**src/rtl/mem_port_arbiter_pkg.sv**
```systemverilog
// Shared types and widths for the fetch/data memory-port arbiter.
package riscv_mem_pkg;

  localparam int unsigned XLEN = 64;
  localparam int unsigned ILEN = 32;

  typedef enum logic [1:0] {
    IDLE,
    REQ,
    RESP,
    FAULT
  } state_e;

  typedef enum logic {
    OWN_IF,
    OWN_DM
  } owner_e;

  // Fetches need 4-byte alignment, data accesses need full 8-byte alignment.
  function automatic logic misaligned(input logic [2:0] lsb, input owner_e who);
    return (who == OWN_DM) ? (lsb != 3'b000) : (lsb[1:0] != 2'b00);
  endfunction

endpackage

```
**src/rtl/mem_port_arbiter_if.sv**
```systemverilog
// Requester and memory-port signals of the arbiter; master is the arbiter's view.
interface mem_port_arbiter_if;
  import riscv_mem_pkg::*;

  logic            if_req;
  logic [XLEN-1:0] if_addr;
  logic            if_done;
  logic [ILEN-1:0] if_rdata;
  logic            if_err;

  logic            dm_req;
  logic            dm_we;
  logic [XLEN-1:0] dm_addr;
  logic [XLEN-1:0] dm_wdata;
  logic            dm_done;
  logic [XLEN-1:0] dm_rdata;
  logic            dm_err;

  logic            if_stall;
  logic            dm_stall;

  logic            mem_req;
  logic            mem_we;
  logic [XLEN-1:0] mem_addr;
  logic [XLEN-1:0] mem_wdata;
  logic            mem_gnt;
  logic            mem_rvalid;
  logic [XLEN-1:0] mem_rdata;

  logic            fault;

  modport master (
    input  if_req, if_addr, dm_req, dm_we, dm_addr, dm_wdata,
    input  mem_gnt, mem_rvalid, mem_rdata,
    output if_done, if_rdata, if_err, dm_done, dm_rdata, dm_err,
    output if_stall, dm_stall,
    output mem_req, mem_we, mem_addr, mem_wdata, fault
  );

  modport slave (
    output if_req, if_addr, dm_req, dm_we, dm_addr, dm_wdata,
    output mem_gnt, mem_rvalid, mem_rdata,
    input  if_done, if_rdata, if_err, dm_done, dm_rdata, dm_err,
    input  if_stall, dm_stall,
    input  mem_req, mem_we, mem_addr, mem_wdata, fault
  );

endinterface

```
**src/rtl/mem_port_arbiter_timeout_counter.sv**
```systemverilog
// Watchdog counter: cleared at grant, counts while a memory access is outstanding.
module mem_timeout_counter #(
  parameter int unsigned TIMEOUT = 255
) (
  input  logic clock,
  input  logic reset,
  input  logic clear_i,
  input  logic enable_i,
  output logic expired_o
);

  localparam logic [15:0] LIMIT = 16'(TIMEOUT);

  logic [15:0] count_q;

  always_ff @(posedge clock or posedge reset) begin
    if (reset) begin
      count_q <= '0;
    end else if (clear_i) begin
      count_q <= '0;
    end else if (enable_i && !expired_o) begin
      count_q <= count_q + 16'd1;
    end
  end

  assign expired_o = (count_q == LIMIT);

endmodule

```
**src/rtl/mem_port_arbiter.sv**
```systemverilog
// Shares one 64-bit memory port between instruction fetch and load/store,
// one transaction at a time, with a watchdog that latches a sticky fault.
module mem_port_arbiter
  import riscv_mem_pkg::*;
#(
  parameter int unsigned TIMEOUT = 255
) (
  input logic               clock,
  input logic               reset,
  mem_port_arbiter_if.master bus
);

  state_e          state_q;
  owner_e          owner_q;
  owner_e          last_owner_q;
  logic            hi_word_q;

  logic            if_done_q;
  logic            if_err_q;
  logic [ILEN-1:0] if_rdata_q;
  logic            dm_done_q;
  logic            dm_err_q;
  logic [XLEN-1:0] dm_rdata_q;

  logic            mem_req_q;
  logic            mem_we_q;
  logic [XLEN-1:0] mem_addr_q;
  logic [XLEN-1:0] mem_wdata_q;
  logic            fault_q;

  logic            if_elig;
  logic            dm_elig;
  logic            grant_if_d;
  logic            grant_dm_d;
  logic            wd_fire_d;
  logic            expired;

  // A requester still holding req during its own done cycle is not re-granted.
  always_comb begin
    if_elig    = bus.if_req & ~if_done_q;
    dm_elig    = bus.dm_req & ~dm_done_q;
    grant_dm_d = 1'b0;
    grant_if_d = 1'b0;
    if (state_q == IDLE) begin
      grant_dm_d = dm_elig && (!if_elig || last_owner_q == OWN_IF);
      grant_if_d = if_elig && !grant_dm_d;
    end
    // A response arriving on the expiry cycle wins over the watchdog.
    wd_fire_d = expired &&
                ((state_q == REQ) || (state_q == RESP && !bus.mem_rvalid));
  end

  mem_timeout_counter #(
    .TIMEOUT (TIMEOUT)
  ) u_watchdog (
    .clock     (clock),
    .reset     (reset),
    .clear_i   (grant_if_d | grant_dm_d),
    .enable_i  ((state_q == REQ) || (state_q == RESP)),
    .expired_o (expired)
  );

  always_ff @(posedge clock or posedge reset) begin
    if (reset) begin
      state_q      <= IDLE;
      owner_q      <= OWN_IF;
      last_owner_q <= OWN_IF;
      hi_word_q    <= 1'b0;
      if_done_q    <= 1'b0;
      if_err_q     <= 1'b0;
      if_rdata_q   <= '0;
      dm_done_q    <= 1'b0;
      dm_err_q     <= 1'b0;
      dm_rdata_q   <= '0;
      mem_req_q    <= 1'b0;
      mem_we_q     <= 1'b0;
      mem_addr_q   <= '0;
      mem_wdata_q  <= '0;
      fault_q      <= 1'b0;
    end else begin
      if_done_q <= 1'b0;
      dm_done_q <= 1'b0;

      if (wd_fire_d) begin
        mem_req_q <= 1'b0;
        fault_q   <= 1'b1;
        state_q   <= FAULT;
        if (owner_q == OWN_IF) begin
          if_done_q  <= 1'b1;
          if_err_q   <= 1'b1;
          if_rdata_q <= '0;
        end else begin
          dm_done_q  <= 1'b1;
          dm_err_q   <= 1'b1;
          dm_rdata_q <= '0;
        end
      end else begin
        case (state_q)
          IDLE: begin
            if (grant_dm_d) begin
              last_owner_q <= OWN_DM;
              if (misaligned(bus.dm_addr[2:0], OWN_DM)) begin
                dm_done_q  <= 1'b1;
                dm_err_q   <= 1'b1;
                dm_rdata_q <= '0;
              end else begin
                owner_q     <= OWN_DM;
                mem_req_q   <= 1'b1;
                mem_we_q    <= bus.dm_we;
                mem_addr_q  <= {bus.dm_addr[XLEN-1:3], 3'b000};
                mem_wdata_q <= bus.dm_wdata;
                state_q     <= REQ;
              end
            end else if (grant_if_d) begin
              last_owner_q <= OWN_IF;
              if (misaligned(bus.if_addr[2:0], OWN_IF)) begin
                if_done_q  <= 1'b1;
                if_err_q   <= 1'b1;
                if_rdata_q <= '0;
              end else begin
                owner_q     <= OWN_IF;
                hi_word_q   <= bus.if_addr[2];
                mem_req_q   <= 1'b1;
                mem_we_q    <= 1'b0;
                mem_addr_q  <= {bus.if_addr[XLEN-1:3], 3'b000};
                mem_wdata_q <= '0;
                state_q     <= REQ;
              end
            end
          end

          REQ: begin
            if (bus.mem_gnt) begin
              mem_req_q <= 1'b0;
              state_q   <= RESP;
            end
          end

          RESP: begin
            if (bus.mem_rvalid) begin
              state_q <= IDLE;
              if (owner_q == OWN_IF) begin
                if_done_q  <= 1'b1;
                if_err_q   <= 1'b0;
                if_rdata_q <= hi_word_q ? bus.mem_rdata[XLEN-1:ILEN]
                                        : bus.mem_rdata[ILEN-1:0];
              end else begin
                dm_done_q  <= 1'b1;
                dm_err_q   <= 1'b0;
                dm_rdata_q <= mem_we_q ? '0 : bus.mem_rdata;
              end
            end
          end

          FAULT: begin
            if (if_elig) begin
              if_done_q  <= 1'b1;
              if_err_q   <= 1'b1;
              if_rdata_q <= '0;
            end
            if (dm_elig) begin
              dm_done_q  <= 1'b1;
              dm_err_q   <= 1'b1;
              dm_rdata_q <= '0;
            end
          end
        endcase
      end
    end
  end

  assign bus.if_done   = if_done_q;
  assign bus.if_err    = if_err_q;
  assign bus.if_rdata  = if_rdata_q;
  assign bus.dm_done   = dm_done_q;
  assign bus.dm_err    = dm_err_q;
  assign bus.dm_rdata  = dm_rdata_q;
  assign bus.if_stall  = bus.if_req & ~if_done_q;
  assign bus.dm_stall  = bus.dm_req & ~dm_done_q;
  assign bus.mem_req   = mem_req_q;
  assign bus.mem_we    = mem_we_q;
  assign bus.mem_addr  = mem_addr_q;
  assign bus.mem_wdata = mem_wdata_q;
  assign bus.fault     = fault_q;

endmodule

```
**src/flat_wrapper.sv**
```systemverilog
// flat-port wrapper written by rule: the top's interface ports become plain ports
module mem_port_arbiter_flat import riscv_mem_pkg::*;
#(
  parameter int unsigned TIMEOUT = 255
)
  (clock, reset, bus_if_req, bus_if_addr, bus_dm_req, bus_dm_we, bus_dm_addr, bus_dm_wdata, bus_mem_gnt, bus_mem_rvalid, bus_mem_rdata, bus_if_done, bus_if_rdata, bus_if_err, bus_dm_done, bus_dm_rdata, bus_dm_err, bus_if_stall, bus_dm_stall, bus_mem_req, bus_mem_we, bus_mem_addr, bus_mem_wdata, bus_fault);
  mem_port_arbiter_if bus_i ();
  input logic clock;
  input logic reset;
  input wire logic [$bits(bus_i.if_req)-1:0] bus_if_req;
  input wire logic [$bits(bus_i.if_addr)-1:0] bus_if_addr;
  input wire logic [$bits(bus_i.dm_req)-1:0] bus_dm_req;
  input wire logic [$bits(bus_i.dm_we)-1:0] bus_dm_we;
  input wire logic [$bits(bus_i.dm_addr)-1:0] bus_dm_addr;
  input wire logic [$bits(bus_i.dm_wdata)-1:0] bus_dm_wdata;
  input wire logic [$bits(bus_i.mem_gnt)-1:0] bus_mem_gnt;
  input wire logic [$bits(bus_i.mem_rvalid)-1:0] bus_mem_rvalid;
  input wire logic [$bits(bus_i.mem_rdata)-1:0] bus_mem_rdata;
  output wire logic [$bits(bus_i.if_done)-1:0] bus_if_done;
  output wire logic [$bits(bus_i.if_rdata)-1:0] bus_if_rdata;
  output wire logic [$bits(bus_i.if_err)-1:0] bus_if_err;
  output wire logic [$bits(bus_i.dm_done)-1:0] bus_dm_done;
  output wire logic [$bits(bus_i.dm_rdata)-1:0] bus_dm_rdata;
  output wire logic [$bits(bus_i.dm_err)-1:0] bus_dm_err;
  output wire logic [$bits(bus_i.if_stall)-1:0] bus_if_stall;
  output wire logic [$bits(bus_i.dm_stall)-1:0] bus_dm_stall;
  output wire logic [$bits(bus_i.mem_req)-1:0] bus_mem_req;
  output wire logic [$bits(bus_i.mem_we)-1:0] bus_mem_we;
  output wire logic [$bits(bus_i.mem_addr)-1:0] bus_mem_addr;
  output wire logic [$bits(bus_i.mem_wdata)-1:0] bus_mem_wdata;
  output wire logic [$bits(bus_i.fault)-1:0] bus_fault;
  assign bus_i.if_req = bus_if_req;
  assign bus_i.if_addr = bus_if_addr;
  assign bus_i.dm_req = bus_dm_req;
  assign bus_i.dm_we = bus_dm_we;
  assign bus_i.dm_addr = bus_dm_addr;
  assign bus_i.dm_wdata = bus_dm_wdata;
  assign bus_i.mem_gnt = bus_mem_gnt;
  assign bus_i.mem_rvalid = bus_mem_rvalid;
  assign bus_i.mem_rdata = bus_mem_rdata;
  assign bus_if_done = bus_i.if_done;
  assign bus_if_rdata = bus_i.if_rdata;
  assign bus_if_err = bus_i.if_err;
  assign bus_dm_done = bus_i.dm_done;
  assign bus_dm_rdata = bus_i.dm_rdata;
  assign bus_dm_err = bus_i.dm_err;
  assign bus_if_stall = bus_i.if_stall;
  assign bus_dm_stall = bus_i.dm_stall;
  assign bus_mem_req = bus_i.mem_req;
  assign bus_mem_we = bus_i.mem_we;
  assign bus_mem_addr = bus_i.mem_addr;
  assign bus_mem_wdata = bus_i.mem_wdata;
  assign bus_fault = bus_i.fault;
  mem_port_arbiter #(.TIMEOUT(TIMEOUT)) u_core (.clock(clock), .reset(reset), .bus(bus_i));
endmodule
```
**config.mk**
```make
export PLATFORM = sky130hd
export DESIGN_NAME = mem_port_arbiter_flat
export DESIGN_NICKNAME = d
export VERILOG_FILES = /design/src/rtl/mem_port_arbiter_pkg.sv /design/src/rtl/mem_port_arbiter_if.sv /design/src/rtl/mem_port_arbiter_timeout_counter.sv /design/src/rtl/mem_port_arbiter.sv /design/src/flat_wrapper.sv
export SDC_FILE = /design/constraint.sdc
export NUM_CORES = 1
export LEC_CHECK = 0
export CORE_AREA = 2 2 192 194
export DETAILED_ROUTE_END_ITERATION = 12
export DIE_AREA = 0 0 194 196
export GPL_TIMING_DRIVEN = 0
export SETUP_SLACK_MARGIN = 0.02
export SYNTH_ARGS = -nofsm -noshare
export SYNTH_HDL_FRONTEND = slang
export SYNTH_SLANG_ARGS = --single-unit
```
**constraint.sdc**
```tcl
create_clock -name clock -period 11.2 [get_ports clock]
set_input_delay 1.68 -clock clock [delete_from_list [all_inputs] [get_ports clock]]
set_output_delay 1.68 -clock clock [all_outputs]
set_load 0.005 [all_outputs]
```
## Yosys cells after proc, flatten, opt, wreduce, memory -nomap -nowiden

Index checks and enable logic that the tools add are counted.

- Input bits: 263
- Output and inout port bits: 233
- Register bits: 252
- Word-level logic and storage cells: 160

- $add $sub $neg: 1
- Eq/ne operators: 22
- Mux-type cells: 85
- Bitwise gates (word level): 9
- Reductions and logical operators: 27

Operator list:

| kind | count |
|---|---|
| 64-bit 2-to-1 mux | 16 |
| 32-bit 2-to-1 mux | 9 |
| 64-bit case mux with 3 select lines | 1 |
| 32-bit case mux with 3 select lines | 1 |
| 1-bit 2-to-1 mux | 43 |
| 16-bit 2-to-1 mux | 2 |
| 3-bit by 2-bit inequality test with 1-bit output (second input constant) | 6 |
| 16-bit by 1-bit adder with 16-bit output (second input constant) | 1 |
| 16-bit by 8-bit equality test with 1-bit output (second input constant) | 1 |
| 5-bit AND reduction | 3 |
| 2-bit 2-to-1 mux | 7 |
| 1-bit case mux with 3 select lines | 4 |
| 8-bit AND reduction | 1 |
| 4-bit nonzero test | 2 |
| 7-bit AND reduction | 1 |
| 2-bit by 1-bit inequality test with 1-bit output (second input constant) | 3 |
| 2-bit inequality test (second input constant) | 3 |
| 3-bit by 1-bit inequality test with 1-bit output (second input constant) | 2 |
| 1-bit NOT | 6 |
| 2-bit case mux with 3 select lines | 1 |
| 6-bit AND reduction | 1 |
| 2-bit nonzero test | 3 |
| 3-bit nonzero test | 2 |
| 1-bit logical AND | 5 |
| 13 further kinds | 20 |

## Depth between registers and ports, before layout

Gate-level depths: netlist of run 1.

- Depth after elaboration: 12
- Depth in mapped cells: 10
- Mapped depth without buffers: 7

## By module

Synthesis of run 1 repeated with hierarchy kept, for this count alone.

- Cell total of the unflattened synthesis: 1,005
- Area, all modules: 11,382.2 µm²

Modules (own cells, without submodules):

| module | cells each | area each (µm²) | times used | seq. area each (µm²) |
|---|---|---|---|---|
| mem_port_arbiter | 908 | 10,437.5 | 1 | 5,830.6 |
| mem_timeout_counter | 97 | 944.7 | 1 | 400.4 |

## Least setup slack after synthesis of run 1

No wires, ideal clock.

- Path kind: in2out
- Start: input bus_if_req
- End: output bus_if_stall
- Path slack: 7.514 ns
- Data required time: 9.520 ns
- Data arrival time: 2.006 ns
- Stages: 2
- Buffers on the path: 1
- Cell sequence: nor2b_1 > clkbuf_1

- Word-level cells in the longest chain between the ends: 1

Ends and longest elaborated chain:

| item | RTL line | text |
|---|---|---|
| start: declaration | flat_wrapper.sv:10 | `input wire logic [$bits(bus_i.if_req)-1:0] bus_if_req;` |
| 1-bit bitwise AND | mem_port_arbiter.sv:178 | `assign bus.if_stall = bus.if_req & ~if_done_q;` |
| end: declaration | flat_wrapper.sv:25 | `output wire logic [$bits(bus_i.if_stall)-1:0] bus_if_stall;` |

No other way between the ends.

## Worst setup path in the final report of run 1

Ends and elaborated chain as after synthesis.

==> results of run 1 <==
## state kept, by name (all words and copies together), names as in the netlist, 2 cells and up
signal and count:
u_core.bus.mem_wdata 64, u_core.state_q 2, u_core.bus.mem_addr 61, u_core.bus.dm_rdata 64, u_core.bus.if_rdata 32, u_core.u_watchdog.count_q 16
## layer usage
metal | track usage (%) | vias up
li1 | - | 4576
met5 | 0 | -
met4 | 4.57 | 4
met2 | 36.9 | 350
met1 | 24.0 | 4597
met3 | 5.90 | 48
## logic make-up after synthesis
family / Yosys count / share of synthesized area [%]
multiplexers: 195 / 18.2
other: 1 / 0.0328
AND/OR/NAND/NOR: 352 / 12.6
XOR/XNOR: 13 / 0.997
adder cells (fa/ha/maj): 8 / 0.877
buffers and inverters: 140 / 5.70
flip-flops: 249 / 54.6
AO/OA/AOI/OAI: 97 / 7.02
## cell usage in the layout (no fill, tap or decap), types with 3 or more instances in the layout
| cell | n |
|---|---|
| nor3_1 | 7 |
| buf_2 | 8 |
| nand4_1 | 4 |
| nor2_1 | 50 |
| nand3_1 | 9 |
| ha_1 | 8 |
| xor2_1 | 5 |
| clkbuf_8 | 6 |
| buf_1 | 9 |
| inv_1 | 72 |
| nand2_1 | 260 |
| buf_4 | 7 |
| dfrtp_1 | 249 |
| a22o_1 | 67 |
| o21ai_0 | 4 |
| a21o_1 | 3 |
| nor2b_1 | 5 |
| clkbuf_16 | 29 |
| buf_12 | 5 |
| conb_1 | 3 |
| clkdlybuf4s50_1 | 492 |
| a21oi_1 | 5 |
| bufinv_16 | 4 |
| nor4_1 | 3 |
| mux2_2 | 97 |
| clkbuf_1 | 46 |
| xnor2_1 | 8 |
| mux2i_1 | 97 |
## report_power, final
part | internal [mW] | switching (mW)
Clock | 0.608 | 0.384
Sequential | 1.19 | 0.164
Combinational | 1.12 | 0.885
## critical path, stage by stage
cell,delay [ns]
clkdlybuf4s50_1,0.45
nor2b_1,0.13
clkbuf_1,0.34
clkdlybuf4s50_1,0.63
## layout make-up
cell class / count / area share, %
antenna: 1 / 0.0139
buffer: 67 / 2.09
clock buffer: 44 / 4.68
clock inverter: 8 / 0.834
inverter: 73 / 1.56
multi-input combinational: 668 / 25.3
sequential: 249 / 34.6
tap: 468 / 3.25
timing repair buffer: 494 / 27.7
## metrics by stage
step	instance area (um2)	utilization (%)	instances
2_1_floorplan	11400	-	1057
3_3_place_gp	16900	46.9	2017
3_5_place_dp	17000	47.1	2019
4_1_cts	18000	49.9	2071
5_1_grt	18000	49.9	2071
6_report	18000	49.9	2072
## worst paths after layout
path / to / from / cells past startpoint / slack (ns)
worst max-delay path: bus_if_stall / bus_if_req / 4 / 6.29
worst min-delay path: u_core.bus.fault$_DFFE_PP0N_ / u_core.bus.fault$_DFFE_PP0N_ / 1 / 0.47
worst max register to register: u_core.bus.mem_wdata[9]$_DFFE_PP0P_ / u_core.u_watchdog.count_q[8]$_DFFE_PP0P_ / 8 / 7.53
worst min register to register: u_core.bus.fault$_DFFE_PP0N_ / u_core.bus.fault$_DFFE_PP0N_ / 1 / 0.47
max in group asynchronous: u_core.bus.dm_rdata[37]$_DFFE_PP0P_ / reset / 3 / 8.80
min in group asynchronous: u_core.bus.mem_wdata[33]$_DFFE_PP0P_ / reset / 2 / 1.52
==> results.json, run 1 <==
{
  "dp_worst_setup_slack_ns": 6.18,
  "grt_pass1_wl_um": 60500,
  "relSlewSlack_pct": 21.5,
  "min_path_type": "flop to flop",
  "wl_met1_um": 16300,
  "io_buffers": 492,
  "setup_viol": 0,
  "antenna_found_initial": 3,
  "place_congestion": 0.833,
  "worstSkewPairLatency_ns": 0.55,
  "drt_pass1_iterations": 7,
  "via_per_inst": 4.62,
  "synth_top_area_share_pct": 54.6,
  "tritoncts": "built",
  "finalCritPeriodShare_pct": 43.9,
  "initial_core_util_pct": 31.6,
  "hpwl_um": 31300,
  "nNetsFinal": 1853,
  "ys_top_cells_by_area": "dfrtp_1, mux2_2, nand2_1",
  "ys_ff_latch": 249,
  "ir_worst_vdd_v": 0.000125,
  "num_rows": 70,
  "timing.fmax_mhz": 204,
  "postCtsResizedCells": 0,
  "drc_errors": 0,
  "post_cts.repair.setup_buffers": 0,
  "outcome": "finished clean",
  "wl_per_cell_um": 19.5,
  "gr-total-overflow": 0,
  "hold_viol": 0,
  "synth_top_cell_by_area": "dfrtp_1",
  "regArea_um2": 6230,
  "wl_met3_um": 3060,
  "yosys_warnings": 0,
  "core_um2": 36100,
  "hold_ws_ns": 0.470,
  "ant_nets": 0,
  "timing.final.ws_setup_ns": 6.29,
  "cts-buffers-inserted": 29,
  "routed_wl_um": 40500,
  "worst_setup_path_end_kind": "output pin",
  "die_area_um2": 38000,
  "skew_ns": 0.0109,
  "ys_seq_area_share_pct": 54.6,
  "rsz0062_at_grt": "no",
  "power_mw": 4.36,
  "worstSetupStartpointType": "primary input",
  "syn_area_um2": 11400,
  "h-tree-depth": 1,
  "die_h_um": 196,
  "crit_type": "primary input to output pin",
  "cts.reportedPaths.clkPinSlew_ns": 0.05,
  "ios": 496,
  "yosysMostFrequentCell": "nand2_1",
  "synthArstFlopShare_pct": 100,
  "multiInputGateArea_um2": 4550,
  "crit_arrival_ns": 3.23,
  "power_per_cell_area_nw_per_um2": 242,
  "track_usage_pct": 20.5,
  "clock_path_buffers": 3,
  "leakage_nw": 7.93,
  "die_w_um": 194,
  "synth_common_cells": "nand2_1, dfrtp_1, mux2_2, mux2i_1, inv_1",
  "hold_buffers": 0,
  "cts_root_buf": "clkbuf_16",
  "area_growth_pct": 57.6,
  "cts.sinks": 249,
  "syn_area_per_cell_um2": 10.8,
  "netlist_instances": 1055,
  "fillers": 3412,
  "drive_gt1_share_pct": 10.6,
  "report.final.slew_viol_count": 0,
  "drt-initial-drc-count": 436,
  "met2WireLength_um": 20400,
  "worst_pin_slew_ns": 1.16,
  "cp.required_ns": 9.52,
  "synth-edff-count": 0,
  "grt_max_degree": 105,
  "drv_cap": 0,
  "final.setup.tns_ns": 0,
  "synth_cell_types": 50,
  "fin_crit_ns": 4.91,
  "crit_fanout": 8,
  "grt_pass1_vias": 9909,
  "num_vias": 9575,
  "topRoutingLayerUsed": "met5",
  "synth_top_flop_cell": "dfrtp_1"
}
Power figures use the tool's default switching activity.
==> inputs of run 2 (changes only) <==
--- a/config.mk
+++ b/config.mk
@@ -5,10 +5,11 @@
 export SDC_FILE = /design/constraint.sdc
 export NUM_CORES = 1
 export LEC_CHECK = 0
-export CORE_AREA = 2 2 192 194
+export CORE_AREA = 2 2 190 192
 export DETAILED_ROUTE_END_ITERATION = 12
-export DIE_AREA = 0 0 194 196
+export DIE_AREA = 0 0 192 194
 export GPL_TIMING_DRIVEN = 0
+export PLACE_DENSITY = 0.67
 export SETUP_SLACK_MARGIN = 0.02
 export SYNTH_ARGS = -nofsm -noshare
 export SYNTH_HDL_FRONTEND = slang
==> constraint.sdc (replaced) <==
create_clock -name clock -period 4.36 [get_ports clock]
set_input_delay 0.654 -clock clock [delete_from_list [all_inputs] [get_ports clock]]
set_output_delay 0.654 -clock clock [all_outputs]
set_load 0.005 [all_outputs]
==> run 2 against run 1 <==
  * Global-route usage up 0.19 points
  * Highest routed layer unchanged
  * Via count up 0.36%
  * Sequential cell count unchanged
  * Routed wire length down 1.8%
  * Power rose to 2.6 times the previous value
  * Combinational power rose to 2.6 times the previous value
  * Non-clock buffer count up 5
  * Critical endpoint is now u_core.bus.mem_wdata[6]$_DFFE_PP0P_
  * Final area up 0.31%
==> results.json, run 2 (synthesis results as in run 1) <==
{
  "grt_pass1_wl_um": 58900,
  "crit_chain": "or4_4, nor4_2, nand2_1, nand3_1, clkbuf_1, buf_2, buf_1, a22o_1",
  "die_h_um": 194,
  "finalCritPeriodShare_pct": 83.7,
  "finish.instance_area_um2": 18100,
  "crit_arrival_ns": 4.14,
  "crit_fanout": 10,
  "drv_cap": 0,
  "die_area_um2": 37200,
  "final_cells": 2070,
  "h-tree-depth": 1,
  "cts.reportedPaths.clkPinSlew_ns": 0.06,
  "grt_pass1_vias": 10000,
  "timing.final.ws_setup_ns": 0.709,
  "cts-buffers-inserted": 29,
  "report.final.slew_viol_count": 0,
  "cp.required_ns": 4.85,
  "worst_setup_path_end_kind": "flop",
  "regArea_um2": 6230,
  "fin_crit_ns": 3.65,
  "rsz0062_at_grt": "no",
  "critPathMaxStageDelay_ns": 0.58,
  "drt_pass1_iterations": 6,
  "relSlewSlack_pct": 22.7,
  "hold_viol": 0,
  "fillers": 3154,
  "place_congestion": 0.833,
  "ir_worst_vdd_v": 0.000304,
  "cts.sinks": 249,
  "final_common_cell": "clkdlybuf4s50_1",
  "ios": 496,
  "crit_type": "flop to flop",
  "core_um2": 35200,
  "track_usage_pct": 20.7,
  "min_path_type": "primary input to async pin",
  "tritoncts": "built",
  "io_buffers": 492,
  "ant_nets": 0,
  "leakage_nw": 7.96,
  "dp.cells": 2017,
  "fin_util_pct": 51.3,
  "antenna_found_initial": 6,
  "dp_worst_setup_slack_ns": 0.334,
  "initial_core_util_pct": 32.4,
  "hold_buffers": 0,
  "die_w_um": 192,
  "final_cell_mix": "clkdlybuf4s50_1, nand2_1, dfrtp_1",
  "num_vias": 9609,
  "drive_gt1_share_pct": 11.0,
  "area_growth_pct": 58.1,
  "power_per_cell_area_nw_per_um2": 617,
  "hpwl_um": 31400,
  "drt-initial-drc-count": 464,
  "via_per_inst": 4.64,
  "clock_path_buffers": 3,
  "post_cts.repair.setup_buffers": 0,
  "worst_pin_slew_ns": 1.15,
  "multiInputGateArea_um2": 4550,
  "place_area_um2": 17100,
  "grt_max_degree": 40,
  "cts_root_buf": "clkbuf_16",
  "setup_viol": 0,
  "nNetsFinal": 1858,
  "worstSetupStartpointType": "flop",
  "drc_errors": 0,
  "wl_per_cell_um": 19.2,
  "power_mw": 11.1,
  "worstSkewPairLatency_ns": 0.55,
  "hold_ws_ns": 0.476,
  "skew_ns": 0.0148,
  "timing.fmax_mhz": 274,
  "final.setup.tns_ns": 0,
  "routed_wl_um": 39800,
  "crit_slowest_cell": "or4_4",
  "gr-total-overflow": 0,
  "num_rows": 69,
  "outcome": "finished clean",
  "postCtsResizedCells": 0
}
[run 2: cell count changes in the layout (fill, tap and decap cells not counted), sizes merged]
| cell | delta |
|---|---|
| buf | +5 |
| clkbuf | -2 |
| clkinvlp | +2 |
| bufinv | -1 |
| clkinv | +1 |
| diode | +1 |
| inv | -1 |
[run 2: critical path, delay by kind of cell (launching register included)]
kind | cells | cell delay (ns)
and+or+nand+nor | 4 | 1.52
DFF | 1 | 0.43
buffers and inverters | 3 | 1.39
AOI/OAI and AO/OA | 1 | 0.23
[run 2: metal layers]
metal  track usage, %  vias up  part of all wire, %
met5                0        -                 0.13
met4             6.67        8                  3.0
met3             5.94       78                  8.8
met2             37.4      397                   50
met1             23.1     4548                   38
li1                 -     4578                    -
[run 2: cell type report]
type | instances | share of cell area [%]
clock buffers | 42 | 4.68
repair buffers | 499 | 28.1
well taps | 461 | 3.19
inverters | 73 | 1.54
multi-input cells | 668 | 25.2
clock inverters | 9 | 0.714
diodes | 2 | 0.0277
plain buffers | 67 | 2.09
flip-flops and latches | 249 | 34.5
[run 2: power by group]
part / switching [mW] / total [mW] / leakage [nW] / internal (mW)
Sequential: 0.413 / 3.48 / 3.28 / 3.07
Clock: 0.953 / 2.46 / 0.474 / 1.51
Combinational: 2.29 / 5.19 / 4.20 / 2.90
[run 2: final timing paths]
path	start	end	slack (ns)	cells after the start
max	u_core.u_watchdog.count_q[8]$_DFFE_PP0P_	u_core.bus.mem_wdata[6]$_DFFE_PP0P_	0.71	8
max reg2reg	u_core.u_watchdog.count_q[8]$_DFFE_PP0P_	u_core.bus.mem_wdata[6]$_DFFE_PP0P_	0.71	8
min reg2reg	u_core.bus.fault$_DFFE_PP0N_	u_core.bus.fault$_DFFE_PP0N_	0.48	1
min in group clock	u_core.bus.fault$_DFFE_PP0N_	u_core.bus.fault$_DFFE_PP0N_	0.48	1
max in group asynchronous	reset	u_core.bus.mem_addr[57]$_DFFE_PP0P_	2.83	5
min	reset	u_core.bus.mem_wdata[34]$_DFFE_PP0P_	0.48	2
